<file path="src/rtl/stopwatch_key_fsm_if.sv">
// ---------------------------------------------------------------------------
// stopwatch_key_fsm_if
//   Bundles the key inputs and timer control outputs of stopwatch_key_fsm.
//
//   master : the key front end (drives sw_en/pause/clear/state, reads keys)
//   slave  : the timer / status side (drives keys, reads controls)
//
//   Signals
//     key_start_n  raw start/stop button, active-low, asynchronous
//     key_lap_n    raw lap/reset button, active-low, asynchronous
//     sw_en        timer count enable
//     pause        timer display freeze (lap hold)
//     clear        one-cycle timer clear pulse
//     state        mode: 00 IDLE, 01 RUN, 10 LAP, 11 STOP
//
//   Handshake: there is no valid/ready pair. The keys are level inputs
//   sampled every clock; sw_en/pause/state are levels valid every cycle;
//   clear is a single-cycle strobe that the timer must act on when seen.
// ---------------------------------------------------------------------------
interface stopwatch_key_fsm_if;
    logic       key_start_n;
    logic       key_lap_n;
    logic       sw_en;
    logic       pause;
    logic       clear;
    logic [1:0] state;

    modport master (
        input  key_start_n,
        input  key_lap_n,
        output sw_en,
        output pause,
        output clear,
        output state
    );

    modport slave (
        output key_start_n,
        output key_lap_n,
        input  sw_en,
        input  pause,
        input  clear,
        input  state
    );
endinterface

</file>
<file path="src/rtl/stopwatch_key_fsm.sv">
// ---------------------------------------------------------------------------
// stopwatch_key_fsm
//   Front end of the stopwatch timer. Samples two raw active-low buttons at
//   100 Hz, synchronises and debounces them, turns debounced presses into
//   one-cycle events and runs the IDLE/RUN/LAP/STOP mode machine that drives
//   the timer's sw_en, pause and clear controls.
//
//   Parameters
//     DEBOUNCE_TICKS  stable samples needed before a debounced level moves (>=1)
//     LONG_TICKS      lap-hold length for long-press clear (macro build only)
//
//   Ports
//     clk_100hz  100 Hz tick clock
//     rst_n      asynchronous active-low reset
//     bus        stopwatch_key_fsm_if.master (keys in, timer controls out,
//                FSM state out for status LEDs)
//
//   Build option
//     LONG_PRESS_CLEAR_EN : holding lap for LONG_TICKS cycles in RUN, LAP or
//     STOP forces IDLE with a clear pulse. Without it there is no hold
//     counter and the only way back to IDLE is a lap press in STOP.
// ---------------------------------------------------------------------------
module stopwatch_key_fsm #(
    parameter int DEBOUNCE_TICKS = 2,
    parameter int LONG_TICKS     = 200
) (
    input  logic                clk_100hz,
    input  logic                rst_n,
    stopwatch_key_fsm_if.master bus
);

    localparam logic [1:0] S_IDLE = 2'b00;
    localparam logic [1:0] S_RUN  = 2'b01;
    localparam logic [1:0] S_LAP  = 2'b10;
    localparam logic [1:0] S_STOP = 2'b11;

    localparam int            DW      = $clog2(DEBOUNCE_TICKS + 1);
    localparam logic [DW-1:0] DB_LAST = DW'(DEBOUNCE_TICKS - 1);

    // Bit 0 = start key, bit 1 = lap key throughout.
    logic [1:0]    raw;
    logic [1:0]    sync1;
    logic [1:0]    sync2;
    logic [1:0]    deb;
    logic [1:0]    deb_prev;
    logic [1:0]    ev;
    logic [DW-1:0] db_cnt [2];

    logic [1:0] state_q;
    logic [1:0] state_d;
    logic       clear_d;
    logic       sw_en_q;
    logic       pause_q;
    logic       clear_q;
    logic       lp_fire;

    assign raw = {bus.key_lap_n, bus.key_start_n};

    // -----------------------------------------------------------------------
    // Synchroniser, debounce and press-event generation for both keys
    // -----------------------------------------------------------------------
    always_ff @(posedge clk_100hz or negedge rst_n) begin
        if (!rst_n) begin
            sync1     <= 2'b11;
            sync2     <= 2'b11;
            deb       <= 2'b11;
            deb_prev  <= 2'b11;
            ev        <= 2'b00;
            db_cnt[0] <= '0;
            db_cnt[1] <= '0;
        end else begin
            sync1    <= raw;
            sync2    <= sync1;
            deb_prev <= deb;
            // Registered one cycle after the debounced fall; releases are ignored.
            ev       <= deb_prev & ~deb;
            for (int k = 0; k < 2; k++) begin
                if (sync2[k] == deb[k]) begin
                    db_cnt[k] <= '0;
                end else if (db_cnt[k] == DB_LAST) begin
                    // This sample is the DEBOUNCE_TICKS-th consecutive difference.
                    deb[k]    <= sync2[k];
                    db_cnt[k] <= '0;
                end else begin
                    db_cnt[k] <= db_cnt[k] + 1'b1;
                end
            end
        end
    end

`ifdef LONG_PRESS_CLEAR_EN
    // -----------------------------------------------------------------------
    // Long-press detector on the debounced lap level. Counts only outside
    // IDLE; disarms after firing and re-arms on the debounced release, so a
    // single hold can fire at most once.
    // -----------------------------------------------------------------------
    localparam int            LW      = $clog2(LONG_TICKS + 1);
    localparam logic [LW-1:0] LP_LAST = LW'(LONG_TICKS - 1);

    logic [LW-1:0] lp_cnt;
    logic          lp_armed;

    assign lp_fire = lp_armed && !deb[1] && (state_q != S_IDLE) && (lp_cnt == LP_LAST);

    always_ff @(posedge clk_100hz or negedge rst_n) begin
        if (!rst_n) begin
            lp_cnt   <= '0;
            lp_armed <= 1'b1;
        end else if (deb[1]) begin
            lp_cnt   <= '0;
            lp_armed <= 1'b1;
        end else if (state_q == S_IDLE) begin
            lp_cnt   <= '0;
        end else if (lp_fire) begin
            // Disarm even if a start event wins this cycle and discards it.
            lp_cnt   <= '0;
            lp_armed <= 1'b0;
        end else if (lp_armed && (lp_cnt != LP_LAST)) begin
            lp_cnt   <= lp_cnt + 1'b1;
        end
    end
`else
    assign lp_fire = 1'b0;
`endif

    // -----------------------------------------------------------------------
    // Mode FSM. Start has priority over both the long press and the lap
    // event; a lap event arriving with start is dropped.
    // -----------------------------------------------------------------------
    always_comb begin
        state_d = state_q;
        clear_d = 1'b0;
        if (ev[0]) begin
            case (state_q)
                S_IDLE:  state_d = S_RUN;
                S_RUN:   state_d = S_STOP;
                S_LAP:   state_d = S_STOP;
                default: state_d = S_RUN;
            endcase
        end else if (lp_fire) begin
            state_d = S_IDLE;
            clear_d = 1'b1;
        end else if (ev[1]) begin
            case (state_q)
                S_RUN:   state_d = S_LAP;
                S_LAP:   state_d = S_RUN;
                S_STOP: begin
                    state_d = S_IDLE;
                    clear_d = 1'b1;
                end
                default: state_d = state_q;
            endcase
        end
    end

    // Outputs are decoded from the next state so they move on the same edge.
    always_ff @(posedge clk_100hz or negedge rst_n) begin
        if (!rst_n) begin
            state_q <= S_IDLE;
            sw_en_q <= 1'b0;
            pause_q <= 1'b0;
            clear_q <= 1'b0;
        end else begin
            state_q <= state_d;
            sw_en_q <= (state_d == S_RUN) || (state_d == S_LAP);
            pause_q <= (state_d == S_LAP);
            clear_q <= clear_d;
        end
    end

    assign bus.state = state_q;
    assign bus.sw_en = sw_en_q;
    assign bus.pause = pause_q;
    assign bus.clear = clear_q;

endmodule

</file>
<file path="src/flat_wrapper.sv">
// flat-port wrapper written by rule: the top's interface ports become plain ports
module stopwatch_key_fsm_flat 
#(
    parameter int DEBOUNCE_TICKS = 2,
    parameter int LONG_TICKS     = 200
)
  (clk_100hz, rst_n, bus_key_start_n, bus_key_lap_n, bus_sw_en, bus_pause, bus_clear, bus_state);
  stopwatch_key_fsm_if bus_i ();
  input  logic clk_100hz;
  input  logic rst_n;
  input wire logic [$bits(bus_i.key_start_n)-1:0] bus_key_start_n;
  input wire logic [$bits(bus_i.key_lap_n)-1:0] bus_key_lap_n;
  output wire logic [$bits(bus_i.sw_en)-1:0] bus_sw_en;
  output wire logic [$bits(bus_i.pause)-1:0] bus_pause;
  output wire logic [$bits(bus_i.clear)-1:0] bus_clear;
  output wire logic [$bits(bus_i.state)-1:0] bus_state;
  assign bus_i.key_start_n = bus_key_start_n;
  assign bus_i.key_lap_n = bus_key_lap_n;
  assign bus_sw_en = bus_i.sw_en;
  assign bus_pause = bus_i.pause;
  assign bus_clear = bus_i.clear;
  assign bus_state = bus_i.state;
  stopwatch_key_fsm #(.DEBOUNCE_TICKS(DEBOUNCE_TICKS), .LONG_TICKS(LONG_TICKS)) u_core (.clk_100hz(clk_100hz), .rst_n(rst_n), .bus(bus_i));
endmodule
</file>
<file path="config.mk">
export PLATFORM = sky130hd
export DESIGN_NAME = stopwatch_key_fsm_flat
export DESIGN_NICKNAME = d
export VERILOG_FILES = /design/src/rtl/stopwatch_key_fsm_if.sv /design/src/rtl/stopwatch_key_fsm.sv /design/src/flat_wrapper.sv
export SDC_FILE = /design/constraint.sdc
export NUM_CORES = 1
export LEC_CHECK = 0
export ABC_AREA = 1
export ABC_CLOCK_PERIOD_IN_PS = 3500
export BUFFER_PORTS_ARGS = -buffer_cell sky130_fd_sc_hd__buf_2
export CELL_PAD_IN_SITES_DETAIL_PLACEMENT = 1
export CELL_PAD_IN_SITES_GLOBAL_PLACEMENT = 2
export CORE_UTILIZATION = 37
export CTS_CLUSTER_DIAMETER = 60
export DETAILED_ROUTE_END_ITERATION = 12
export PLACE_DENSITY = 0.86
export SYNTH_ARGS = -nofsm -noshare
export SYNTH_HDL_FRONTEND = slang
export SYNTH_SLANG_ARGS = --single-unit
</file>
<file path="constraint.sdc">
create_clock -name clk_100hz -period 3.5 [get_ports clk_100hz]
set_input_delay 0 -clock clk_100hz [delete_from_list [all_inputs] [get_ports clk_100hz]]
set_output_delay 0 -clock clk_100hz [all_outputs]
set_load 0.05 [all_outputs]
</file>
==> load_flow_metrics.sql, run 1 <==
INSERT INTO impl_metrics (metric_group, metric, value, unit) VALUES
('run_status', 'outcome', 'finished clean', ''),
('critical_path', 'critPathMaxStageDelay', '0.43', 'ns'),
('detailed_routing', 'drt_wl_total', '1.11', 'mm'),
('critical_path', 'cp_max_fo', '5', ''),
('die', 'core_area', '1800', 'um^2'),
('critical_path', 'critical_path.startpoint_type', 'flip-flop', ''),
('timing', 'rsz_0062_raised_after_global_routing', 'false', ''),
('timing', 'skew', '0.000561', 'ns'),
('critical_path', 'path_buf_inv', '2', ''),
('synth', 'synth.area.top_cells', 'sky130_fd_sc_hd__dfrtp_1 (37%), sky130_fd_sc_hd__dfstp_2 (29%), sky130_fd_sc_hd__nand2_1 (9.2%)', ''),
('clock_network', 'root_buffer', 'sky130_fd_sc_hd__clkbuf_4', ''),
('synth', 'synth.cells.most_frequent', 'sky130_fd_sc_hd__nand2_1 (18), sky130_fd_sc_hd__inv_1 (15), sky130_fd_sc_hd__dfrtp_1 (11), sky130_fd_sc_hd__dfstp_2 (8), sky130_fd_sc_hd__nor2_1 (7)', ''),
('clock_network', 'htree_levels', '1', ''),
('critical_path', 'cpLargestDelayFamily', 'adder cells', ''),
('synth', 'synth_area_per_cell', '10.2', 'um^2'),
('clock_network', 'tritoncts.num_buffers', '3', ''),
('timing', 'fmax', '0.692', 'GHz'),
('synth', 'synth.most_common_cell', 'sky130_fd_sc_hd__nand2_1', ''),
('critical_path', 'rr_endpoint', 'u_core.bus.sw_en', ''),
('synth', 'synthesized_net_count', '80', ''),
('die', 'floorplan.die_area', '2170', 'um^2'),
('grt', 'wire_length_of_the_first_global_routing_pass', '1.95', 'mm'),
('timing', 'finalWorstPathRequiredPeriod', '1.44', 'ns'),
('clock_network', 'post_cts.repair.setup_buffers', '0', ''),
('timing', 'setup-violations-final', '0', ''),
('critical_path', 'timing.critical_path.to_type', 'flip-flop', ''),
('synth', 'sequential_share_of_the_synthesized_area', '66.0', '%'),
('timing', 'transition_time_of_the_tightest_slew_check_pin', '0.400', 'ns'),
('grt', 'antenna_found_initial', '0', ''),
('critical_path', 'reg2reg_slack', '2.06', 'ns'),
('timing', 'max-slew-margin-rel', '73.4', '%'),
('detailed_routing', 'avgRoutedWirePerCell', '9.94', 'um'),
('critical_path', 'critical_path_required', '3.73', 'ns'),
('detailed_routing', 'drt_iter0_markers', '0', ''),
('synth', 'yosys_most_used_dff', 'sky130_fd_sc_hd__dfrtp_1', ''),
('synth', 'ys.warnings.count', '0', ''),
('critical_path', 'critPathKind', 'flip-flop to flip-flop', ''),
('timing', 'hold_slack', '0.182', 'ns'),
('final_layout', 'filler_cell_count', '220', ''),
('synth', 'syn-instance-count', '72', ''),
('final_layout', 'stdcell_count', '112', ''),
('detailed_routing', 'dr_total_vias', '479', ''),
('synth', 'synth-async-reset-ratio', '100', '%'),
('timing', 'report.final.hold_viol_count', '0', ''),
('grt', 'grt_start_max_net_pins', '20', ''),
('critical_path', 'reg2reg_depth', '6', ''),
('final_layout', 'antenna_cells_inserted', '0', ''),
('die', 'initial_core_utilization', '40.8', '%'),
('detailed_routing', 'post_detailed_route_via_to_cell_ratio', '4.28', ''),
('grt', 'first_global_vias', '476', ''),
('timing', 'period_share', '41.3', '%'),
('pwr', 'total_power', '751', 'uW'),
('die', 'ios', '9', ''),
('placement', 'gp_congestion', '0.704', ''),
('die', 'die_x', '46.6', 'um'),
('grt', 'grt_util_all_layers', '13.7', '%'),
('detailed_routing', 'drt_drc_violations_left', '0', ''),
('clock_network', 'clock_pin_slew_worst_setup_and_hold_paths', '0.10', 'ns'),
('placement', 'portBuffers', '8', ''),
('critical_path', 'arrival', '1.68', 'ns'),
('final_layout', 'drive_above_1_share', '23.0', '%'),
('placement', 'detailedPlacementHpwl', '825', 'um'),
('clock_network', 'cts_buffer_depth', '2', ''),
('synth', 'postSynthRegisterBits', '19', ''),
('clock_network', 'insertion_delay', '0.28', 'ns'),
('timing', 'totalNegativeSetupSlack', '0', 'ns'),
('critical_path', 'crit_path_cell_trace', 'inv_1 -> ha_1 -> or2_0 -> nand2_1 -> ha_1 -> inv_1', ''),
('synth', 'syn_area', '736', 'um^2'),
('critical_path', 'timing.rr.start', 'u_core.bus.state[0]', ''),
('job', 'timing.max_cap.violations', '0', ''),
('placement', 'post-place-cells', '105', '');
## placed cells by master, fill, tap and decap left out, drive strengths merged
cell type / count
dlygate4sd3: 3
inv: 16
clkbuf: 4
buf: 8
ha: 4
nor2: 7
dfstp: 8
nand3: 3
dfrtp: 11
nand2: 18
a21oi: 1
o211ai: 1
or2: 3
## per-stage QoR
| step | worst slack, ns | util (%) | area [um^2] |
|---|---|---|---|
| 5_1_grt | 1.96 | 47.9 | 863 |
| 3_3_place_gp | 2.14 | 44.8 | 807 |
| 6_report | 2.06 | 47.9 | 863 |
| 2_1_floorplan | 1.83 | - | 736 |
| 3_5_place_dp | 2.09 | 44.8 | 807 |
| 4_1_cts | 2.06 | 47.9 | 863 |
## where the power goes
group          switching [uW]  leakage, uW  internal [uW]
registers                52.6     0.000224            311
logic                     197     0.000230           84.4
clock network            62.0    0.0000150           44.2
total                     311     0.000469            440
## cell type report
class	count	area (um^2)	share of cell area, %
flip-flops and latches	19	485	56.2
well taps	25	31.3	3.62
multi-input cells	37	190	22.0
inverters	16	60.1	6.96
repair buffers	11	70.1	8.12
clock buffers	4	26.3	3.04
## sequential cells by signal, summed over array words and instances, names as in the netlist, 2 cells and up
signal / count
u_core.db_cnt: 4
u_core.deb: 2
u_core.deb_prev: 2
u_core.bus.state: 2
u_core.sync2: 2
u_core.sync1: 2
u_core.ev: 2
## cells by family (layout without fill, tap and decap cells)
| kind of cell | Yosys count | after routing | synth area share (%) |
|---|---|---|---|
| AO/OA/AOI/OAI | 2 | 2 | 1.70 |
| adder cells (fa/ha/maj) | 4 | 4 | 6.80 |
| buffers and inverters | 16 | 31 | 8.16 |
| flip-flops | 19 | 19 | 66.0 |
| AND/OR/NAND/NOR | 31 | 31 | 17.3 |
## worst max-delay path by stage
| stage | start | to | slack (ns) | cells after the start |
|---|---|---|---|---|
| 2_1_floorplan | u_core.bus.state[0] | u_core.bus.sw_en | 1.83 | 6 |
| 3_3_place_gp | u_core.bus.state[0] | u_core.bus.sw_en | 2.14 | 6 |
| 3_5_place_dp | u_core.bus.state[0] | u_core.bus.sw_en | 2.09 | 6 |
| 4_1_cts | u_core.bus.state[0] | u_core.bus.sw_en | 2.06 | 6 |
| 5_1_grt | u_core.bus.state[0] | u_core.bus.sw_en | 1.96 | 6 |
| 6_report | u_core.bus.state[0] | u_core.bus.sw_en | 2.06 | 6 |
## per-layer routing
metal  GRT usage [%]  up-vias  wire, um
li1                -      240         -
met1            15.2      225       491
met2            22.8       10       565
met3            3.53        4        33
met4            8.82        0        23
met5               0        -         0
## repair_timing
action,CTS,global route
hold endpoints to repair,21,0
gates resized for setup,0,0
hold buffers,3,0
No activity file was read; power rests on OpenSTA's default activity.
==> inputs of run 2 (changes only) <==
--- a/config.mk
+++ b/config.mk
@@ -6,14 +6,14 @@
 export NUM_CORES = 1
 export LEC_CHECK = 0
 export ABC_AREA = 1
-export ABC_CLOCK_PERIOD_IN_PS = 3500
+export ABC_CLOCK_PERIOD_IN_PS = 1300
 export BUFFER_PORTS_ARGS = -buffer_cell sky130_fd_sc_hd__buf_2
 export CELL_PAD_IN_SITES_DETAIL_PLACEMENT = 1
 export CELL_PAD_IN_SITES_GLOBAL_PLACEMENT = 2
-export CORE_UTILIZATION = 37
+export CORE_UTILIZATION = 31
 export CTS_CLUSTER_DIAMETER = 60
 export DETAILED_ROUTE_END_ITERATION = 12
-export PLACE_DENSITY = 0.86
+export PLACE_DENSITY = 0.78
 export SYNTH_ARGS = -nofsm -noshare
 export SYNTH_HDL_FRONTEND = slang
 export SYNTH_SLANG_ARGS = --single-unit
==> constraint.sdc (replaced) <==
create_clock -name clk_100hz -period 1.3 [get_ports clk_100hz]
set_input_delay 0 -clock clk_100hz [delete_from_list [all_inputs] [get_ports clk_100hz]]
set_output_delay 0 -clock clk_100hz [all_outputs]
set_load 0.05 [all_outputs]
==> load_flow_metrics.sql, run 2 (synthesis gave the netlist of run 1 again) <==
INSERT INTO impl_metrics (metric_group, metric, value, unit) VALUES
('final_layout', 'final_common_cell', 'sky130_fd_sc_hd__nand2_1', ''),
('clock_network', 'root_buffer', 'sky130_fd_sc_hd__clkbuf_4', ''),
('critical_path', 'cpLargestDelayFamily', 'flip-flops', ''),
('timing', 'rsz_0062_raised_after_global_routing', 'true', ''),
('timing', 'setup-violations-final', '1', ''),
('critical_path', 'critical_path.startpoint_type', 'flip-flop', ''),
('die', 'die_height', '50.7', 'um'),
('worst_hold_path', 'hold_class', 'input port to async pin', ''),
('critical_path', 'crit_path_cell_trace', 'inv_2 -> ha_4 -> or2_0 -> nand2_1 -> ha_1 -> inv_1', ''),
('die', 'initial_core_utilization', '32.9', '%'),
('clock_network', 'insertion_delay', '0.30', 'ns'),
('job', 'timing.max_cap.violations', '0', ''),
('detailed_routing', 'antenna_left', '0', ''),
('critical_path', 'arrival', '1.55', 'ns'),
('final_layout', 'largest_register_ff_count', '4', ''),
('final_layout', 'largest_register', 'u_core.db_cnt', ''),
('grt', 'antenna_found_initial', '0', ''),
('timing', 'finalWorstPathRequiredPeriod', '1.31', 'ns'),
('critical_path', 'reg2reg_depth', '6', ''),
('die', 'rows', '17', ''),
('critical_path', 'timing.critical_path.to_type', 'flip-flop', ''),
('final_layout', 'nNetsFinal', '99', ''),
('timing', 'number_of_max_slew_violations_in_the_final_report', '0', ''),
('die', 'die_x', '50.7', 'um'),
('grt', 'wire_length_of_the_first_global_routing_pass', '2.19', 'mm'),
('timing', 'fmax', '0.763', 'GHz'),
('timing', 'report.final.hold_viol_count', '0', ''),
('grt', 'grt_start_max_net_pins', '20', ''),
('final_layout', 'antenna_cells_inserted', '0', ''),
('die', 'ios', '9', ''),
('timing', 'max-slew-margin-rel', '73.1', '%'),
('pwr', 'peakVddDrop', '1080', 'uV'),
('critical_path', 'critPathMaxStageDelay', '0.44', 'ns'),
('detailed_routing', 'avgRoutedWirePerCell', '9.93', 'um'),
('pwr', 'cellLeakagePower', '0.000478', 'uW'),
('timing', 'fin_ws', '-0.0102', 'ns'),
('clock_network', 'htree_levels', '1', ''),
('detailed_routing', 'drt_drc_violations_left', '0', ''),
('final_layout', 'most_used_cells_in_the_layout_excluding_fill_and_tap_cells', 'sky130_fd_sc_hd__nand2_1 (18), sky130_fd_sc_hd__inv_1 (13), sky130_fd_sc_hd__dfrtp_1 (9), sky130_fd_sc_hd__buf_2 (8), sky130_fd_sc_hd__dfstp_2 (8)', ''),
('grt', 'globalRouteOverflowTotal', '0', ''),
('timing', 'transition_time_of_the_tightest_slew_check_pin', '0.404', 'ns'),
('placement', 'dpl_worst_slack', '-0.00943', 'ns'),
('clock_network', 'tritoncts.num_buffers', '3', ''),
('critical_path', 'crit_slowest_cell', 'sky130_fd_sc_hd__dfrtp_2', ''),
('final_layout', 'final_cell_area', '908', 'um^2'),
('detailed_routing', 'drt_wl_total', '1.17', 'mm'),
('detailed_routing', 'drt_iter0_markers', '4', ''),
('detailed_routing', 'detailed_router_iteration_count_before_antenna_repair', '2', ''),
('clock_network', 'cts_buffer_depth', '2', ''),
('grt', 'first_global_vias', '543', ''),
('timing', 'skew', '0.00793', 'ns'),
('placement', 'postPlaceCellArea', '833', 'um^2'),
('critical_path', 'worst-path-stages', '6', ''),
('run_status', 'violations', 'setup timing', ''),
('grt', 'grt_util_all_layers', '12.1', '%'),
('final_layout', 'drive_above_1_share', '32.2', '%'),
('detailed_routing', 'dr_total_vias', '506', ''),
('final_layout', 'fin_util', '40.7', '%'),
('detailed_routing', 'post_detailed_route_via_to_cell_ratio', '4.29', ''),
('die', 'core_area', '2230', 'um^2'),
('critical_path', 'cp_max_fo', '4', ''),
('clock_network', 'clock_pin_slew_worst_setup_and_hold_paths', '0.11', 'ns'),
('placement', 'gp_congestion', '0.694', ''),
('placement', 'portBuffers', '8', ''),
('placement', 'detailedPlacementHpwl', '832', 'um'),
('timing', 'period_share', '101', '%'),
('die', 'floorplan.die_area', '2570', 'um^2'),
('final_layout', 'area_growth', '23.5', '%'),
('critical_path', 'critPathKind', 'flip-flop to flip-flop', ''),
('critical_path', 'path_buf_inv', '2', ''),
('critical_path', 'critical_path_required', '1.54', 'ns'),
('pwr', 'power.density', '2350', 'nW/um^2'),
('clock_network', 'numClockSinks', '19', ''),
('run_status', 'outcome', 'finished, violations left', ''),
('clock_network', 'tritoncts', 'built', '');
run 2: cell count changes in the layout (fill, tap and decap cells not counted):
cell | before | now
sky130_fd_sc_hd__buf_4 | 0 | 3
sky130_fd_sc_hd__clkbuf_1 | 1 | 0
sky130_fd_sc_hd__clkinvlp_4 | 0 | 1
sky130_fd_sc_hd__dfrtp_1 | 11 | 9
sky130_fd_sc_hd__dfrtp_2 | 0 | 2
sky130_fd_sc_hd__ha_1 | 4 | 3
sky130_fd_sc_hd__ha_4 | 0 | 1
sky130_fd_sc_hd__inv_1 | 15 | 13
sky130_fd_sc_hd__inv_2 | 1 | 3
run 2: repair_timing:
item	in CTS	in global routing
buffers inserted	1	1
endpoints found under the hold margin	21	0
endpoints found under the setup margin	1	1
cloned	0	0
resized for setup	0	0
hold buffers	3	0
pin swaps	0	3
run 2: where the power goes:
group	internal (uW)	leakage, uW	switching [uW]
logic	293	0.000242	543
clock network	117	0.0000139	181
registers	844	0.000223	153
total	1250	0.000478	877
run 2: worst paths after layout:
path / to / slack [ns] / from
setup / recovery: u_core.bus.sw_en / -0.01 / u_core.bus.state[0]
hold / removal: u_core.db_cnt[2] / 0.15 / rst_n
setup reg to reg: u_core.bus.sw_en / -0.01 / u_core.bus.state[0]
hold reg to reg: u_core.sync2[1] / 0.36 / u_core.sync1[1]
max in group asynchronous: u_core.sync2[0] / 0.83 / rst_n
min in group clk_100hz: u_core.sync1[0] / 0.34 / bus_key_start_n
run 2: worst reg2reg max path: stages (launching register included):
cell and delay [ns]:
sky130_fd_sc_hd__dfrtp_2 0.44, sky130_fd_sc_hd__inv_2 0.08, sky130_fd_sc_hd__ha_4 0.19, sky130_fd_sc_hd__or2_0 0.19, sky130_fd_sc_hd__nand2_1 0.09, sky130_fd_sc_hd__ha_1 0.22, sky130_fd_sc_hd__inv_1 0.05
run 2: through the flow:
stage / hold WS (ns) / std cells / setup TNS, ns / total power [uW]
after detailed placement: -0.0440 / 109 / -0.00943 / 1820
after CTS: 0.155 / 117 / -0.0308 / 2160
after global routing: 0.174 / 118 / -0.0694 / 2350
after global placement: -0.0495 / 109 / 0 / 1780
after floorplan: -0.296 / 72 / -0.144 / 1580
final: 0.154 / 118 / -0.0102 / 2130
run 2: layer usage:
layer	up-vias	global-route usage, %	share of wire, %
li1	247	-	-
met1	247	11.7	39
met2	10	22.2	55
met3	2	5.45	5.0
met4	0	4.17	0.85
met5	-	0	0
run 2: final cells by class:
class / count / area (um^2)
fillers: 254 / 1330
flip-flops and latches: 19 / 488
multi-input cells: 37 / 203
repair buffers: 14 / 92.6
inverters: 16 / 60.1
well taps: 28 / 35.0
clock buffers: 3 / 22.5
clock inverters: 1 / 7.51
==> inputs of run 3 (changes only) <==
--- a/config.mk
+++ b/config.mk
@@ -7,13 +7,13 @@
 export LEC_CHECK = 0
 export ABC_AREA = 1
 export ABC_CLOCK_PERIOD_IN_PS = 1300
-export BUFFER_PORTS_ARGS = -buffer_cell sky130_fd_sc_hd__buf_2
 export CELL_PAD_IN_SITES_DETAIL_PLACEMENT = 1
 export CELL_PAD_IN_SITES_GLOBAL_PLACEMENT = 2
-export CORE_UTILIZATION = 31
+export CORE_UTILIZATION = 33
 export CTS_CLUSTER_DIAMETER = 60
 export DETAILED_ROUTE_END_ITERATION = 12
-export PLACE_DENSITY = 0.78
+export DONT_BUFFER_PORTS = 1
+export PLACE_DENSITY = 0.76
 export SYNTH_ARGS = -nofsm -noshare
 export SYNTH_HDL_FRONTEND = slang
 export SYNTH_SLANG_ARGS = --single-unit
==> load_flow_metrics.sql, run 3 (synthesis gave the netlist of run 1 again) <==
INSERT INTO impl_metrics (metric_group, metric, value, unit) VALUES
('run_status', 'outcome', 'finished clean', ''),
('timing', 'report.final.hold_viol_count', '0', ''),
('critical_path', 'critical_path.startpoint_type', 'flip-flop', ''),
('grt', 'globalRouteOverflowTotal', '0', ''),
('placement', 'dpl_worst_slack', '-0.0227', 'ns'),
('grt', 'grt_start_max_net_pins', '20', ''),
('timing', 'finalWorstPathRequiredPeriod', '1.30', 'ns'),
('clock_network', 'tritoncts', 'built', ''),
('timing', 'fmax', '0.770', 'GHz'),
('timing', 'skew', '0.000401', 'ns'),
('final_layout', 'largest_register', 'u_core.db_cnt', ''),
('die', 'ios', '9', ''),
('detailed_routing', 'drt_iter0_markers', '0', ''),
('grt', 'antenna_found_initial', '0', ''),
('placement', 'detailedPlacementHpwl', '822', 'um'),
('pwr', 'power.density', '2590', 'nW/um^2'),
('timing', 'max-slew-margin-rel', '45.0', '%'),
('timing', 'fin_ws', '0.00178', 'ns'),
('clock_network', 'root_buffer', 'sky130_fd_sc_hd__clkbuf_4', ''),
('final_layout', 'filler_cell_count', '252', ''),
('final_layout', 'area_growth', '24.1', '%'),
('detailed_routing', 'drt_drc_violations_left', '0', ''),
('clock_network', 'numClockSinks', '19', ''),
('critical_path', 'critPathKind', 'flip-flop to flip-flop', ''),
('die', 'rows', '16', ''),
('clock_network', 'tritoncts.num_buffers', '3', ''),
('worst_hold_path', 'hold_class', 'input port to async pin', ''),
('clock_network', 'insertion_delay', '0.30', 'ns'),
('die', 'core_area', '2020', 'um^2'),
('grt', 'first_global_vias', '512', ''),
('die', 'floorplan.die_area', '2420', 'um^2'),
('timing', 'hold_slack', '0.231', 'ns'),
('pwr', 'peakVddDrop', '1240', 'uV'),
('die', 'initial_core_utilization', '36.4', '%'),
('die', 'die_height', '49.2', 'um'),
('grt', 'wire_length_of_the_first_global_routing_pass', '2.22', 'mm'),
('detailed_routing', 'detailed_router_iteration_count_before_antenna_repair', '1', ''),
('final_layout', 'nNetsFinal', '94', ''),
('detailed_routing', 'antenna_left', '0', ''),
('final_layout', 'largest_register_ff_count', '4', ''),
('detailed_routing', 'drt_wl_total', '1.23', 'mm'),
('timing', 'rsz_0062_raised_after_global_routing', 'true', ''),
('job', 'timing.max_cap.violations', '0', ''),
('critical_path', 'timing.critical_path.to_type', 'flip-flop', ''),
('final_layout', 'fin_util', '45.2', '%'),
('clock_network', 'htree_levels', '1', ''),
('clock_network', 'clock_pin_slew_worst_setup_and_hold_paths', '0.10', 'ns'),
('final_layout', 'final_common_cell', 'sky130_fd_sc_hd__nand2_1', ''),
('clock_network', 'cts_buffer_depth', '2', ''),
('pwr', 'cellLeakagePower', '0.000465', 'uW'),
('critical_path', 'cp_max_fo', '3', ''),
('final_layout', 'most_used_cells_in_the_layout_excluding_fill_and_tap_cells', 'sky130_fd_sc_hd__nand2_1 (16), sky130_fd_sc_hd__inv_1 (12), sky130_fd_sc_hd__dfrtp_1 (9), sky130_fd_sc_hd__dfstp_2 (8), sky130_fd_sc_hd__nor2_1 (7)', ''),
('timing', 'transition_time_of_the_tightest_slew_check_pin', '0.822', 'ns'),
('critical_path', 'critical_path_required', '1.55', 'ns'),
('timing', 'period_share', '99.9', '%'),
('detailed_routing', 'post_detailed_route_via_to_cell_ratio', '4.27', ''),
('grt', 'grt_util_all_layers', '13.0', '%'),
('timing', 'setup-violations-final', '0', ''),
('final_layout', 'drive_above_1_share', '35.3', '%'),
('detailed_routing', 'avgRoutedWirePerCell', '11.0', 'um'),
('final_layout', 'antenna_cells_inserted', '0', ''),
('placement', 'portBuffers', '0', ''),
('detailed_routing', 'dr_total_vias', '478', ''),
('die', 'die_x', '49.2', 'um'),
('timing', 'number_of_max_slew_violations_in_the_final_report', '0', ''),
('timing', 'totalNegativeSetupSlack', '0', 'ns'),
('placement', 'gp_congestion', '0.727', ''),
('critical_path', 'arrival', '1.55', 'ns');
-- run 3: layer usage --
metal | track usage (%) | wire, um | vias to the layer above
li1 | - | - | 234
met1 | 12.8 | 535 | 229
met2 | 22.4 | 605 | 10
met3 | 6.54 | 63 | 5
met4 | 5.88 | 23 | 0
met5 | 0 | 0 | -
-- run 3: stage by stage --
step	area (um^2)	power (uW)	cells
final	913	2370	112
after global routing	913	2580	112
after CTS	887	2230	112
after detailed placement	800	1770	101
after global placement	800	1750	101
after floorplan	751	1580	72
-- run 3: worst paths after layout --
kind	slack [ns]	startpoint	depth (start not counted)	end
setup / recovery	0.002	u_core.bus.state[0]	6	u_core.bus.sw_en
setup reg to reg	0.002	u_core.bus.state[0]	6	u_core.bus.sw_en
hold reg to reg	0.36	u_core.sync1[0]	0	u_core.sync2[0]
min in group clk_100hz	0.23	bus_key_start_n	1	u_core.sync1[0]
hold / removal	0.23	rst_n	1	u_core.db_cnt[2]
max in group asynchronous	0.51	rst_n	1	u_core.bus.state[1]
-- run 3: power breakdown --
part | switching (uW) | total [uW] | internal, uW | leakage [uW]
sequential | 274 | 1120 | 843 | 0.000223
clock | 179 | 294 | 115 | 0.0000177
combinational | 530 | 956 | 427 | 0.000225
-- run 3: cell type report --
type,instances,area [um^2],area share (%)
sequential,19,488,53.4
multi-input combinational,37,229,25.1
tap,27,33.8,3.70
inverter,16,60.1,6.58
timing repair buffer,9,75.1,8.22
clock buffer,3,22.5,2.47
clock inverter,1,5.00,0.548
-- run 3: what timing repair did --
action	in CTS	in global routing
endpoints found under the hold margin	21	0
resized for setup	0	7
hold buffers	3	0
endpoints found under the setup margin	1	2
setup buffers	4	0
pin swaps	2	2
-- run 3: critical path: stages, from the launching register on --
cell and delay [ns]:
sky130_fd_sc_hd__dfrtp_2 0.44, sky130_fd_sc_hd__inv_2 0.09, sky130_fd_sc_hd__ha_4 0.19, sky130_fd_sc_hd__or2_1 0.21, sky130_fd_sc_hd__nand2_2 0.09, sky130_fd_sc_hd__ha_4 0.20
sky130_fd_sc_hd__inv_2 0.04
